File: src/rtl/cache_line_axi_ctrl.sv
// rtl/cache_line_axi_ctrl.sv - cache-line writeback/refill sequencer in front of the AXI4 master
module cache_line_axi_ctrl #(
  parameter int LINE_WORDS = 8,
  parameter int ADDR_W     = 32
) (
  input  logic                     clk,
  input  logic                     arst,
  input  logic                     i_wb_req,
  input  logic                     i_fill_req,
  input  logic [ADDR_W-1:0]        i_wb_addr,
  input  logic [ADDR_W-1:0]        i_fill_addr,
  input  logic [LINE_WORDS*64-1:0] i_wb_line,
  output logic [LINE_WORDS*64-1:0] o_fill_line,
  output logic                     o_busy,
  output logic                     o_done,
  output logic                     o_write_req,
  output logic                     o_read_req,
  output logic [ADDR_W-1:0]        o_addr,
  output logic [63:0]              o_write_data,
  output logic [7:0]               o_axi_len,
  output logic [2:0]               o_axi_size,
  output logic [1:0]               o_axi_burst,
  output logic [7:0]               o_axi_strb,
  input  logic [63:0]              i_read_data,
  input  logic                     i_axi_done,
  input  logic                     i_axi_handshake
);

  localparam int CW  = $clog2(LINE_WORDS);
  localparam int OFF = $clog2(LINE_WORDS * 8);
  localparam logic [CW-1:0]     LAST       = CW'(LINE_WORDS - 1);
  localparam logic [ADDR_W-1:0] ALIGN_MASK = ~((ADDR_W'(1) << OFF) - ADDR_W'(1));

  typedef enum logic [2:0] {
    S_IDLE, S_WB_REQ, S_WB_DATA, S_FILL_REQ, S_FILL_DATA, S_DONE
  } state_t;

  state_t                        state;
  logic [CW-1:0]                 cnt;
  logic                          pend_fill;
  logic                          fill_full;
  logic [ADDR_W-1:0]             fill_addr_q;
  logic [LINE_WORDS-1:0][63:0]   line_q;
  logic [LINE_WORDS-1:0][63:0]   fill_q;

  assign o_fill_line  = fill_q;
  assign o_write_data = line_q[cnt];
  assign o_axi_len    = 8'(LINE_WORDS - 1);
  assign o_axi_size   = 3'b011;
  assign o_axi_burst  = 2'b01;
  assign o_axi_strb   = 8'hFF;

  always_ff @(posedge clk) begin
    if (arst) begin
      state       <= S_IDLE;
      cnt         <= '0;
      pend_fill   <= 1'b0;
      fill_full   <= 1'b0;
      fill_addr_q <= '0;
      line_q      <= '0;
      fill_q      <= '0;
      o_busy      <= 1'b0;
      o_done      <= 1'b0;
      o_write_req <= 1'b0;
      o_read_req  <= 1'b0;
      o_addr      <= '0;
    end else begin
      o_write_req <= 1'b0;
      o_read_req  <= 1'b0;
      o_done      <= 1'b0;
      case (state)
        S_IDLE: begin
          if (i_wb_req) begin
            line_q      <= i_wb_line;
            fill_addr_q <= i_fill_addr;
            pend_fill   <= i_fill_req;
            o_addr      <= i_wb_addr & ALIGN_MASK;
            o_write_req <= 1'b1;
            o_busy      <= 1'b1;
            state       <= S_WB_REQ;
          end else if (i_fill_req) begin
            fill_addr_q <= i_fill_addr;
            pend_fill   <= 1'b0;
            o_addr      <= i_fill_addr & ALIGN_MASK;
            o_read_req  <= 1'b1;
            o_busy      <= 1'b1;
            state       <= S_FILL_REQ;
          end
        end
        S_WB_REQ: begin
          cnt   <= '0;
          state <= S_WB_DATA;
        end
        S_WB_DATA: begin
          if (i_axi_handshake && cnt != LAST) cnt <= cnt + 1'b1;
          if (i_axi_done) begin
            if (pend_fill) begin
              o_addr     <= fill_addr_q & ALIGN_MASK;
              o_read_req <= 1'b1;
              state      <= S_FILL_REQ;
            end else begin
              o_done <= 1'b1;
              state  <= S_DONE;
            end
          end
        end
        S_FILL_REQ: begin
          cnt       <= '0;
          fill_full <= 1'b0;
          state     <= S_FILL_DATA;
        end
        S_FILL_DATA: begin
          // fill_full stops a beat past the end from overwriting the last word
          if (i_axi_handshake && !fill_full) begin
            fill_q[cnt] <= i_read_data;
            if (cnt == LAST) fill_full <= 1'b1;
            else             cnt       <= cnt + 1'b1;
          end
          if (i_axi_done) begin
            o_done <= 1'b1;
            state  <= S_DONE;
          end
        end
        S_DONE: begin
          o_busy <= 1'b0;
          state  <= S_IDLE;
        end
        default: begin
          o_busy <= 1'b0;
          state  <= S_IDLE;
        end
      endcase
    end
  end

endmodule

File: config.mk
export PLATFORM = sky130hd
export DESIGN_NAME = cache_line_axi_ctrl
export DESIGN_NICKNAME = d
export VERILOG_FILES = /design/src/rtl/cache_line_axi_ctrl.sv
export SDC_FILE = /design/constraint.sdc
export NUM_CORES = 2
export LEC_CHECK = 0
export CAP_MARGIN = 0
export CORE_AREA = 4 4 496 498
export DETAILED_ROUTE_END_ITERATION = 6
export DIE_AREA = 0 0 500 502
export DONT_BUFFER_PORTS = 1
export GPL_TIMING_DRIVEN = 1
export PLACE_DENSITY = 0.37
export REMOVE_ABC_BUFFERS = 1
export SYNTH_ARGS = -nofsm -noshare
export SYNTH_HDL_FRONTEND = slang
export SYNTH_SLANG_ARGS = --single-unit
File: constraint.sdc
create_clock -name clk -period 5.25 [get_ports clk]
set_input_delay 0.2625 -clock clk [delete_from_list [all_inputs] [get_ports clk]]
set_output_delay 0.2625 -clock clk [all_outputs]
set_load 0.01 [all_outputs]
==> impl_metrics.env <==
export IMPL_p_int_uw=15300
export IMPL_fin_crit_sh=0.786
export IMPL_multi_input_area_um2=18300
export IMPL_cts_root_buf="clkbuf_16"
export IMPL_seq_power_share=0.415
export IMPL_area_growth_pct=32.8
export IMPL_routed_wl_um=227000
export IMPL_max_stage_delay_ns=0.91
export IMPL_critPathSlowestCell="nor2b_4"
export IMPL_setup_tns_ns=0
export IMPL_viasPerCell=4.33
export IMPL_power_density_nw_per_um2=388
export IMPL_h_tree_depth=4
export IMPL_endpoint_kind="output port"
export IMPL_syn_inst=5350
export IMPL_die_area_um2=251000
export IMPL_ioPinCount=1279
export IMPL_drtIter0Drc=2771
export IMPL_cp_cell_sequence="nor2b_4 > buf_4 > a221oi_1 > o22ai_1"
export IMPL_cts_max_path_buffers=3
export IMPL_cts_tree="built"
export IMPL_synthesis_area_um2=42700
export IMPL_overflow=0
export IMPL_grt_total_usage=0.171
export IMPL_dp_slack_ns=1.60
export IMPL_rsz0062_at_grt="false"
export IMPL_ant_nets=0
export IMPL_switching_share=0.302
export IMPL_clk_pin_slew_worst_paths_ns=0.06
export IMPL_relSlewSlack=0.0579
export IMPL_worst_path_max_fanout=28
export IMPL_num_vias=39500
export IMPL_avgSynthCellArea_um2=7.97
export IMPL_synth_edff_count=0
export IMPL_grt_pass1_wl_um=307000
export IMPL_ff_latch_area_um2=21800
export IMPL_avgRoutedWirePerCell_um=24.9
export IMPL_numPortBuffers=0
export IMPL_fin_ws_ns=1.13
export IMPL_grt_max_degree=309
export IMPL_required_ns=4.99
export IMPL_ctsResizeCount=0
export IMPL_tightest_slew_ns=1.41
export IMPL_synthArstFlopShare=0
export IMPL_start_kind="flip-flop"
export IMPL_place_area_um2=44900
export IMPL_dp_hpwl_um=149000
export IMPL_synth_seq_area_share=0.511
export IMPL_clkLatencyLatePin_ns=0.77
export IMPL_initial_core_util=0.176
export IMPL_nFillCells=26700
export IMPL_status="finished clean"
export IMPL_switchingPower_uw=6650
export IMPL_route_detailed_drc=0
export IMPL_hold_viol=0
export IMPL_die_w_um=500
export IMPL_post_cts_setup_buffers=0
export IMPL_worstSetupPathType="flip-flop to output port"
export IMPL_drive_gt1_frac=0.0708
export IMPL_setup_viol=0
export IMPL_hold_depth=2
export IMPL_slew_viol_final=0
export IMPL_fin_nets=6435
export IMPL_fin_crit_ns=4.12
export IMPL_synth_distinct_cells=61
export IMPL_gp_congestion=0.822
export IMPL_maxCapViolations=0
export IMPL_pwr_share_comb=0.157
export IMPL_fin_area_um2=56600
export IMPL_layout_common_cells="2184 x nand2_1, 1089 x a21oi_1, 1085 x dfxtp_1"
export IMPL_synth_seq_cells=1088
export IMPL_arrival_ns=3.86
export IMPL_placementRows=181
export IMPL_hold_path_class="input port to flip-flop"
export IMPL_drtPass1Iterations=5
export IMPL_cts_sinks=1088
export IMPL_die_y_um=502
export IMPL_leakage_uw=0.0192
export IMPL_post_route_util=0.234
export IMPL_coreArea_um2=242000
export IMPL_antenna_found_initial=61
export IMPL_yosys_warnings=0
export IMPL_ir_drop_v=0.000244
export IMPL_grt_pass1_vias=38700
export IMPL_cts_hold_buf=710
export IMPL_synth_top_flop_cell="dfxtp_1"
export IMPL_r2r_cells=6
export IMPL_max_freq_mhz=242
export IMPL_worst_clock_skew_ns=0.0236
export IMPL_numCtsBuffers=135
export IMPL_layout_commonest_cell="nand2_1"
export IMPL_p_clk_frac=0.428
-- per-layer routing --
| layer | vias to the layer above | global-route usage | routed length [um] | share of wire |
|---|---|---|---|---|
| met5 | - | 0 | 128 | 0.00056 |
| met4 | 20 | 0.0721 | 9740 | 0.043 |
| met3 | 360 | 0.0497 | 18000 | 0.079 |
| met2 | 1570 | 0.295 | 110000 | 0.48 |
| met1 | 19000 | 0.197 | 89200 | 0.39 |
| li1 | 18600 | - | - | - |
-- worst paths after layout --
path	from	endpoint	slack, ns
setup / recovery	cnt[2]	o_write_data[42]	1.13
setup reg to reg	cnt[2]	o_fill_line[360]	1.31
hold reg to reg	line_q[491]	line_q[491]	0.45
hold / removal	arst	line_q[473]	0.08
-- state kept, by name, indices dropped and copies added (netlist names) --
register / count
cnt: 3
line_q: 512
fill_full: 1
o_addr: 26
pend_fill: 1
o_done: 1
o_fill_line: 512
o_read_req: 1
o_write_req: 1
o_busy: 1
state: 3
fill_addr_q: 26
-- per-stage QoR --
step           std cells  hold WS [ns]  total power [uW]
2_1_floorplan       4857         0.332             11100
3_3_place_gp        8141         0.400             12000
3_5_place_dp        8141         0.405             12100
4_1_cts             9087       0.00218             22400
5_1_grt             9110        0.0451             22900
6_report            9125        0.0823             22000
-- Yosys cell counts, types with 3 or more instances --
library cell | number | area (um2)
nand2_1 | 2185 | 8200
a21oi_1 | 1089 | 5450
dfxtp_1 | 1088 | 21800
clkbuf_1 | 212 | 796
buf_2 | 156 | 781
buf_4 | 93 | 698
a221oi_1 | 91 | 797
mux2i_1 | 62 | 621
mux2_2 | 56 | 631
buf_6 | 45 | 507
mux4_2 | 27 | 608
o211ai_1 | 26 | 195
a22oi_1 | 23 | 173
nor2_1 | 23 | 86.3
o21ai_0 | 20 | 100
a22o_1 | 14 | 123
o22ai_1 | 14 | 87.6
a221o_1 | 13 | 130
buf_1 | 12 | 45.0
nor2b_1 | 8 | 50.1
nor3_1 | 7 | 35.0
a21o_1 | 6 | 45.0
and2_1 | 6 | 37.5
o22a_1 | 6 | 52.6
inv_1 | 5 | 18.8
a222oi_1 | 4 | 40.0
a31oi_1 | 4 | 25.0
and3_1 | 4 | 25.0
nand3_2 | 4 | 40.0
nand4_2 | 4 | 50.1
nor3b_1 | 4 | 30.0
o41ai_1 | 3 | 26.3
-- cell families after synthesis --
| family | synth area share |
|---|---|
| adder cells (fa/ha/maj) | 0.000587 |
| multiplexers | 0.0436 |
| AND/OR/NAND/NOR | 0.206 |
| other | 0.000176 |
| AO/OA/AOI/OAI | 0.173 |
| flip-flops | 0.511 |
| buffers and inverters | 0.0668 |
-- worst max-delay path, delay by kind of cell, from the launching register on --
kind	cells	cell delay (ns)
flops	1	0.80
compound gates	2	0.97
simple gates	1	0.91
buf+inv	1	0.38
-- layout make-up --
class | instances | area share
Tap cell | 3202 | 0.0707
Antenna cell | 37 | 0.00163
Multi-Input combinational cell | 3763 | 0.322
Sequential cell | 1088 | 0.385
Clock inverter | 37 | 0.00824
Timing Repair Buffer | 793 | 0.143
Clock buffer | 199 | 0.0691
Inverter | 6 | 0.000420
-- power by group through the flow --
stage	Clock [uW]	Sequential (uW)	Combinational, uW
after floorplan	0	9210	1900
after CTS	9720	9130	3520
after global routing	9980	9180	3750
after detailed placement	0	9310	2750
final	9410	9130	3450
after global placement	0	9300	2720
Note: power is estimated with default switching activity, not from simulation.
